--- src/rtl/sram_ctrl_pkg.sv ---
// rtl/sram_ctrl_pkg.sv - shared types and constants for the external SRAM data-memory controller
// Contents: controller state enum, default parameter values, SRAM data width, wait counter width.
package sram_ctrl_pkg;

  typedef enum logic [1:0] {
    ST_IDLE = 2'd0,
    ST_LO   = 2'd1,
    ST_HI   = 2'd2,
    ST_DONE = 2'd3
  } state_e;

  localparam int unsigned DEF_BASE_ADDR   = 1024;
  localparam int unsigned DEF_WAIT_CYCLES = 4;
  localparam int unsigned DEF_SRAM_ADDR_W = 18;
  localparam int unsigned SRAM_DW         = 16;
  localparam int unsigned CNT_W           = 4;

endpackage

--- src/rtl/wait_counter.sv ---
// rtl/wait_counter.sv - 4-bit down-counter with load, decrement and zero flag
// Ports:
//   clk, rst       : clock, asynchronous active-low reset
//   load, load_val : load takes priority over decrement
//   dec            : decrement, saturates at zero
//   zero           : count equals zero
module wait_counter
  import sram_ctrl_pkg::*;
(
  input  logic             clk,
  input  logic             rst,
  input  logic             load,
  input  logic             dec,
  input  logic [CNT_W-1:0] load_val,
  output logic             zero
);

  logic [CNT_W-1:0] cnt_q, cnt_d;

  always_comb begin
    cnt_d = cnt_q;
    if (load) begin
      cnt_d = load_val;
    end else if (dec && (cnt_q != '0)) begin
      cnt_d = cnt_q - 1'b1;
    end
  end

  always_ff @(posedge clk or negedge rst) begin
    if (!rst) begin
      cnt_q <= '0;
    end else begin
      cnt_q <= cnt_d;
    end
  end

  assign zero = (cnt_q == '0);

endmodule

--- src/rtl/sram_ctrl.sv ---
// rtl/sram_ctrl.sv - MEM-stage 32-bit load/store controller for a 16-bit asynchronous SRAM
// Each request becomes two half-word accesses (low then high), each held WAIT_CYCLES cycles.
// Optional feature macro: SRAM_CTRL_RANGE_CHECK_EN (out-of-range requests finish at once and set addr_err).
// Ports:
//   clk, rst                 : clock, asynchronous active-low reset
//   rd_en, wr_en             : load / store request (both set = store)
//   address, write_data      : byte address and store data, held stable while ready is low
//   read_data                : last loaded word
//   ready                    : low while a request is in flight
//   sram_addr, sram_dq_out,
//   sram_dq_in, sram_dq_oe,
//   sram_we_n                : SRAM pad interface
//   addr_err                 : sticky out-of-range flag (range-check build only)
module sram_ctrl
  import sram_ctrl_pkg::*;
#(
  parameter int unsigned BASE_ADDR   = DEF_BASE_ADDR,
  parameter int unsigned WAIT_CYCLES = DEF_WAIT_CYCLES,
  parameter int unsigned SRAM_ADDR_W = DEF_SRAM_ADDR_W
) (
  input  logic                   clk,
  input  logic                   rst,
  input  logic                   rd_en,
  input  logic                   wr_en,
  input  logic [31:0]            address,
  input  logic [31:0]            write_data,
  output logic [31:0]            read_data,
  output logic                   ready,
  output logic [SRAM_ADDR_W-1:0] sram_addr,
  output logic [SRAM_DW-1:0]     sram_dq_out,
  input  logic [SRAM_DW-1:0]     sram_dq_in,
  output logic                   sram_dq_oe,
  output logic                   sram_we_n
`ifdef SRAM_CTRL_RANGE_CHECK_EN
  ,
  output logic                   addr_err
`endif
);

  localparam logic [31:0]      BASE      = 32'(BASE_ADDR);
  localparam logic [CNT_W-1:0] WAIT_LOAD = CNT_W'(WAIT_CYCLES - 1);
  localparam int unsigned      WORD_W    = SRAM_ADDR_W - 1;

  state_e              state_q, state_d;
  logic                wr_op_q, wr_op_d;
  logic [WORD_W-1:0]   word_q, word_d;
  logic [31:0]         read_data_q, read_data_d;
  logic                cnt_load, cnt_dec, cnt_zero;
  logic [31:0]         word_full;
  logic                unused_word;

  // Byte offset from the SRAM window base; the word index is this shifted right by 2.
  assign word_full   = address - BASE;
  assign unused_word = ^{word_full[31:SRAM_ADDR_W+1], word_full[1:0]};

`ifdef SRAM_CTRL_RANGE_CHECK_EN
  logic err_q, err_d;
  logic out_of_range;
  // A word index at or above 2^WORD_W needs a nonzero bit above word_full[SRAM_ADDR_W].
  assign out_of_range = (address < BASE) || (word_full[31:SRAM_ADDR_W+1] != '0);
  assign addr_err     = err_q;
`endif

  wait_counter u_wait_counter (
    .clk      (clk),
    .rst      (rst),
    .load     (cnt_load),
    .dec      (cnt_dec),
    .load_val (WAIT_LOAD),
    .zero     (cnt_zero)
  );

  always_comb begin
    state_d     = state_q;
    wr_op_d     = wr_op_q;
    word_d      = word_q;
    read_data_d = read_data_q;
    cnt_load    = 1'b0;
    cnt_dec     = 1'b0;
    sram_addr   = '0;
    sram_dq_out = '0;
    sram_dq_oe  = 1'b0;
    sram_we_n   = 1'b1;
`ifdef SRAM_CTRL_RANGE_CHECK_EN
    err_d       = err_q;
`endif

    case (state_q)
      ST_IDLE: begin
        if (rd_en || wr_en) begin
          wr_op_d = wr_en;
          word_d  = word_full[SRAM_ADDR_W:2];
`ifdef SRAM_CTRL_RANGE_CHECK_EN
          if (out_of_range) begin
            state_d     = ST_DONE;
            read_data_d = '0;
            err_d       = 1'b1;
          end else begin
            state_d  = ST_LO;
            cnt_load = 1'b1;
          end
`else
          state_d  = ST_LO;
          cnt_load = 1'b1;
`endif
        end
      end

      ST_LO, ST_HI: begin
        sram_addr = {word_q, (state_q == ST_HI)};
        if (wr_op_q) begin
          sram_dq_out = (state_q == ST_HI) ? write_data[31:16] : write_data[15:0];
          sram_dq_oe  = 1'b1;
          sram_we_n   = 1'b0;
        end
        if (cnt_zero) begin
          // Read data is taken at the end of the hold window, after the SRAM access time.
          if (!wr_op_q) begin
            if (state_q == ST_HI) begin
              read_data_d[31:16] = sram_dq_in;
            end else begin
              read_data_d[15:0] = sram_dq_in;
            end
          end
          cnt_load = 1'b1;
          state_d  = (state_q == ST_HI) ? ST_DONE : ST_HI;
        end else begin
          cnt_dec = 1'b1;
        end
      end

      ST_DONE: state_d = ST_IDLE;

      default: state_d = ST_IDLE;
    endcase
  end

  always_ff @(posedge clk or negedge rst) begin
    if (!rst) begin
      state_q     <= ST_IDLE;
      wr_op_q     <= 1'b0;
      word_q      <= '0;
      read_data_q <= '0;
`ifdef SRAM_CTRL_RANGE_CHECK_EN
      err_q       <= 1'b0;
`endif
    end else begin
      state_q     <= state_d;
      wr_op_q     <= wr_op_d;
      word_q      <= word_d;
      read_data_q <= read_data_d;
`ifdef SRAM_CTRL_RANGE_CHECK_EN
      err_q       <= err_d;
`endif
    end
  end

  assign read_data = read_data_q;
  assign ready     = ~(rd_en | wr_en) | (state_q == ST_DONE);

endmodule

--- config.mk ---
export PLATFORM = sky130hd
export DESIGN_NAME = sram_ctrl
export DESIGN_NICKNAME = d
export VERILOG_FILES = /design/src/rtl/sram_ctrl_pkg.sv /design/src/rtl/wait_counter.sv /design/src/rtl/sram_ctrl.sv
export SDC_FILE = /design/constraint.sdc
export NUM_CORES = 1
export LEC_CHECK = 0
export CAP_MARGIN = 10
export CELL_PAD_IN_SITES_DETAIL_PLACEMENT = 1
export CELL_PAD_IN_SITES_GLOBAL_PLACEMENT = 1
export CORE_MARGIN = 1.5
export CORE_UTILIZATION = 28
export DETAILED_ROUTE_END_ITERATION = 6
export GPL_ROUTABILITY_DRIVEN = 0
export PLACE_DENSITY = 0.87
export SLEW_MARGIN = 20
export SYNTH_ARGS = -nofsm -noshare
export SYNTH_HDL_FRONTEND = slang
export SYNTH_HIERARCHICAL = 1
export SYNTH_SLANG_ARGS = --single-unit
--- constraint.sdc ---
create_clock -name clk -period 2.7 [get_ports clk]
set_input_delay 0.675 -clock clk [delete_from_list [all_inputs] [get_ports clk]]
set_output_delay 0.675 -clock clk [all_outputs]
set_load 0.05 [all_outputs]
=== Word level (Yosys, flattened, before mapping) ===
Cells that the tools add are included.

* Output and inout bits: 69
* Register bits: 56
* Word-level logic and storage cells: 48
* Bits of input ports: 84

* Muxes and demuxes: 19
* Reductions and logical operators: 11
* Bitwise operators: 5
* $add $sub $neg: 2
* Eq/ne operators: 5

{| class="wikitable"
|+ Operators by type and width
! operator !! count
|-
| 16-bit two-way mux || 3
|-
| 19-bit by 11-bit subtractor with 19-bit output (second input constant) || 1
|-
| 18-bit two-way mux || 1
|-
| 1-bit two-way mux || 9
|-
| 4-bit two-way mux || 2
|-
| 4-bit AND reduction || 2
|-
| 2-bit case mux with 3 select lines || 1
|-
| 2-bit == test (second input constant) || 2
|-
| 4-bit zero test || 1
|-
| 2-bit two-way mux || 2
|-
| 2-bit != test (second input constant) || 2
|-
| 2-bit AND reduction || 2
|-
| 4-bit nonzero test || 1
|-
| 4-bit by 1-bit subtractor with 4-bit output (second input constant) || 1
|-
| 1-bit NOT || 3
|-
| 2-bit by 1-bit == test with 1-bit output (second input constant) || 1
|-
| 2-bit zero test || 1
|-
| 1-bit OR || 2
|-
| 1-bit case mux with 2 select lines || 1
|-
| 2-bit nonzero test || 1
|-
| 2-bit OR reduction || 1
|-
| 1-bit logical AND || 1
|-
| 1-bit logical OR || 1
|}

=== Longest topological paths before layout ===
* Word-level depth: 6
* Mapped depth: 8
* Gate-level depth less buffers: 7

=== Modules after synthesis ===
The synthesis kept the hierarchy.

{| class="wikitable"
|+ By module, submodules not included
! module !! area each (µm²) !! sequential area each (µm²) !! cells each !! times used
|-
| sram_ctrl || 2549.9 || 1301.2 || 236 || 1
|-
| wait_counter || 270.3 || 100.1 || 27 || 1
|}

=== Worst setup path after synthesis ===
Ideal clock, no wire load.

* Path kind: reg-to-output
* Start point: reg state_q[0]
* End point: out sram_dq_out[10]
* Path buffers: 2
* Data arrival time: 2.266 ns
* Setup slack: -0.241 ns
* Required time: 2.025 ns
* Cell stages (with the launch flop): 7
* Cells stage by stage: dfrtp_1 -> inv_1 -> ha_1 -> buf_4 -> buf_2 -> mux2i_1 -> nor2_1

* Cells in the longest elaborated chain, start to end: 4
* Elaborated cells on any way between the ends: 6
* Those cells by class: eq/ne (2); mux (3); reduce/logical (1)

{| class="wikitable"
|+ Ends and longest elaborated chain
! element !! RTL line !! text
|-
| start: declaration || sram_ctrl.sv:44 || <nowiki>state_e state_q, state_d;</nowiki>
|-
| start signal: assignment || sram_ctrl.sv:148 || <nowiki>state_q <= state_d;</nowiki>
|-
| 2-bit == test || sram_ctrl.sv:88, sram_ctrl.sv:112 ||
|-
| 16-bit two-way mux || sram_ctrl.sv:112 || <nowiki>sram_dq_out = (state_q == ST_HI) ? write_data[31:16] : write_data[15:0];</nowiki>
|-
| 16-bit two-way mux || sram_ctrl.sv:111 || <nowiki>if (wr_op_q) begin</nowiki>
|-
| 16-bit two-way mux (*) || sram_ctrl.sv:88 || <nowiki>case (state_q)</nowiki>
|-
| end: declaration || sram_ctrl.sv:30 || <nowiki>output logic [SRAM_DW-1:0] sram_dq_out,</nowiki>
|}

Every way passes the cells marked *; elsewhere a longest branch is shown, timed or not.

=== Final worst setup path ===
* Start point: reg state_q[0]
* End point: out sram_dq_out[1]

The elaborated chain is that of the path after synthesis.

==> results.ini <==
[synthesis]
synth-main-ff-cell=dfrtp_1
synth_top_area_share_pct=49.69
synth_most_common_cell=dfrtp_1
syn_avg_cell_area_um2=10.72
synth_edf_count=0
synth_area_leaders=dfrtp_1 50%, mux2_2 11%, mux2i_1 6.0%
synthArstFlopShare_pct=100.0
ys_warn_count=6
synth_seq_area_share_pct=49.69
synth_cell_type_count=40
synth_seq_cells=56
yosysTopAreaCell=dfrtp_1
syn-cell-area_um2=2820
syn-instance-count=263
synth_common_cells=56 x dfrtp_1, 38 x nand2_1, 27 x mux2_2

[cells_and_area]
final_area_um2=4947
area_growth_pct=75.42
drive_gt1_share_pct=23.89
instances_no_fill=539
multi_input_area_um2=1405
fillers=1066
fin_util_pct=50.61
nNetsFinal=496
n_antenna_cell=0
regArea_um2=1401

[global_route]
antenna_found_initial=0
grt_pass1_vias=2622
grt_first_pass_wirelength_um=12980
grt_max_degree=31
overflow=0
track_usage_pct=15.77

[floorplanning]
ios=153
die_area_um2=10680
core_um2=9774
fp.dieH_um=103.4
start_util_pct=28.85
die_w_um=103.4
num_rows=36

[pwr]
leakagePower_uw=0.002056
peakVddDrop_mv=0.6374
power.density_nw_per_um2=1377

[setup_path]
worst_ep_arrival_time_ps=1880
crit_chain=inv_1 > ha_1 > nand2_1 > buf_4 > nor2_1 > buf_12
critPathKind=register to output pin
critPathSlowestCell=dfrtp_1
cp_slowest_stage_delay_ps=390
critPathRequiredTime_ps=2030
startpoint_type=register
crit_fanout=18
end_kind=output pin

[outcome]
status=completed

[run]
maxCapViolations=0

[placement]
dp.cells=531
portBuffers=137
dpl.hpwl_um=6761
place_area_um2=4832

[timing]
hold_ws_ps=363.2
slew_headroom_pct=57.72
rsz0062_at_grt=false
tightest_slew_ps=634.2
finClkSkew_ps=4.491
hold_violations=0
slew_viol_final=0
setup-violations-final=0
fmax_mhz=392.1
fin_crit_ps=2550
fin_crit_sh_pct=94.46

[route]
vias=2433
drt-total-wl_um=8362
first_pass_iters=4
drcViolationCount=0
final_antenna_net_count=0
drtIter0Drc=33
avgRoutedWirePerCell_um=15.51
vias_per_cell=4.514

[clocking]
cts_made_buffers=5
clkSinkCount=56
cts_tree=built
clkTransAtPathRegs_ps=100
hold_buffers=0
cts.path.max_buffers=2
clock_latency_ps=310
htree_levels=2
post_cts_buffers=0
post_cts_resized=0
root_buffer=clkbuf_8

[worst_hold_path]
worstHoldPathType=primary input to async pin

[kinds of logic (layout without fill, tap and decap cells)]
group           after synthesis  in the layout  synth area share (%)
xor+xnor                      3              3                0.9318
compound gates               26             26                 5.856
fa+ha+maj                     7              7                 3.105
mux                          49             49                 18.81
other cells                   2              4                0.2663
flops                        56             56                 49.69
buf+inv                      21            162                 3.505
simple gates                 99             99                 17.84
[stage by stage]
stage	power (µW)	setup WS (ps)	TNS [ps]
CTS	6914	119.4	0
global route	7192	30.01	0
global placement	6175	225.3	0
floorplan	4235	-28.14	-28.14
detailed placement	6336	175.2	0
finish	6813	149.5	0
[flip-flops by register name, indices dropped and copies added, names as in the netlist]
name	flops
wr_op_q	1
u_wait_counter/cnt_q	4
read_data	32
word_q	17
state_q	2
[layer usage]
layer / track usage [%] / part of all wire, %
met1: 17.19 / 37
met2: 30.87 / 57
met3: 3.898 / 5.5
met4: 2.807 / 0.29
met5: 0 / 0
[power breakdown]
group / internal, µW / leakage, µW / switching, µW
Combinational: 1990 / 0.00132 / 2770
Clock: 282 / 0.0000600 / 282
Sequential: 1250 / 0.000674 / 240
[path summary, 6_finish.rpt]
path                                              start                      end  slack (ps)  cells after the start
max in group asynchronous                           rst  u_wait_counter/cnt_q[0]        1760                      2
worst max register to register  u_wait_counter/cnt_q[0]            read_data[11]         480                      6
worst min register to register                word_q[2]                word_q[2]         480                      2
worst min-delay path                                rst            read_data[10]         360                      1
worst max-delay path                         state_q[0]           sram_dq_out[1]         150                      6
min in group clk                              word_q[2]                word_q[2]         480                      2
[placed cells by master, fill, tap and decap left out, types with 5 or more instances in the layout]
cell type        instances
nor2_1                  12
clkbuf_8                 5
a21oi_1                  5
ha_1                     7
nor2_4                   8
clkdlybuf4s50_1         99
inv_1                    8
buf_4                    7
o21ai_0                  9
dfrtp_1                 56
buf_12                  39
nand2_1                 38
mux2_2                  27
mux2i_1                 17
mux2_1                   5
and2_1                  17
[critical path: cells and delay by family, from the launching register on]
kind / cells / cell delay [ps]
flip-flops: 1 / 390
AND/OR/NAND/NOR: 2 / 240
adder cells (fa/ha/maj): 1 / 320
buffers and inverters: 3 / 620
[area by class of cell]
class / instances / area share (%)
Sequential cell: 56 / 28.33
Tap cell: 133 / 3.364
Timing Repair Buffer: 146 / 36.98
Clock buffer: 5 / 1.391
Inverter: 8 / 0.6070
Clock inverter: 3 / 0.9358
Multi-Input combinational cell: 188 / 28.40
No activity file was read; power rests on OpenSTA's default activity.
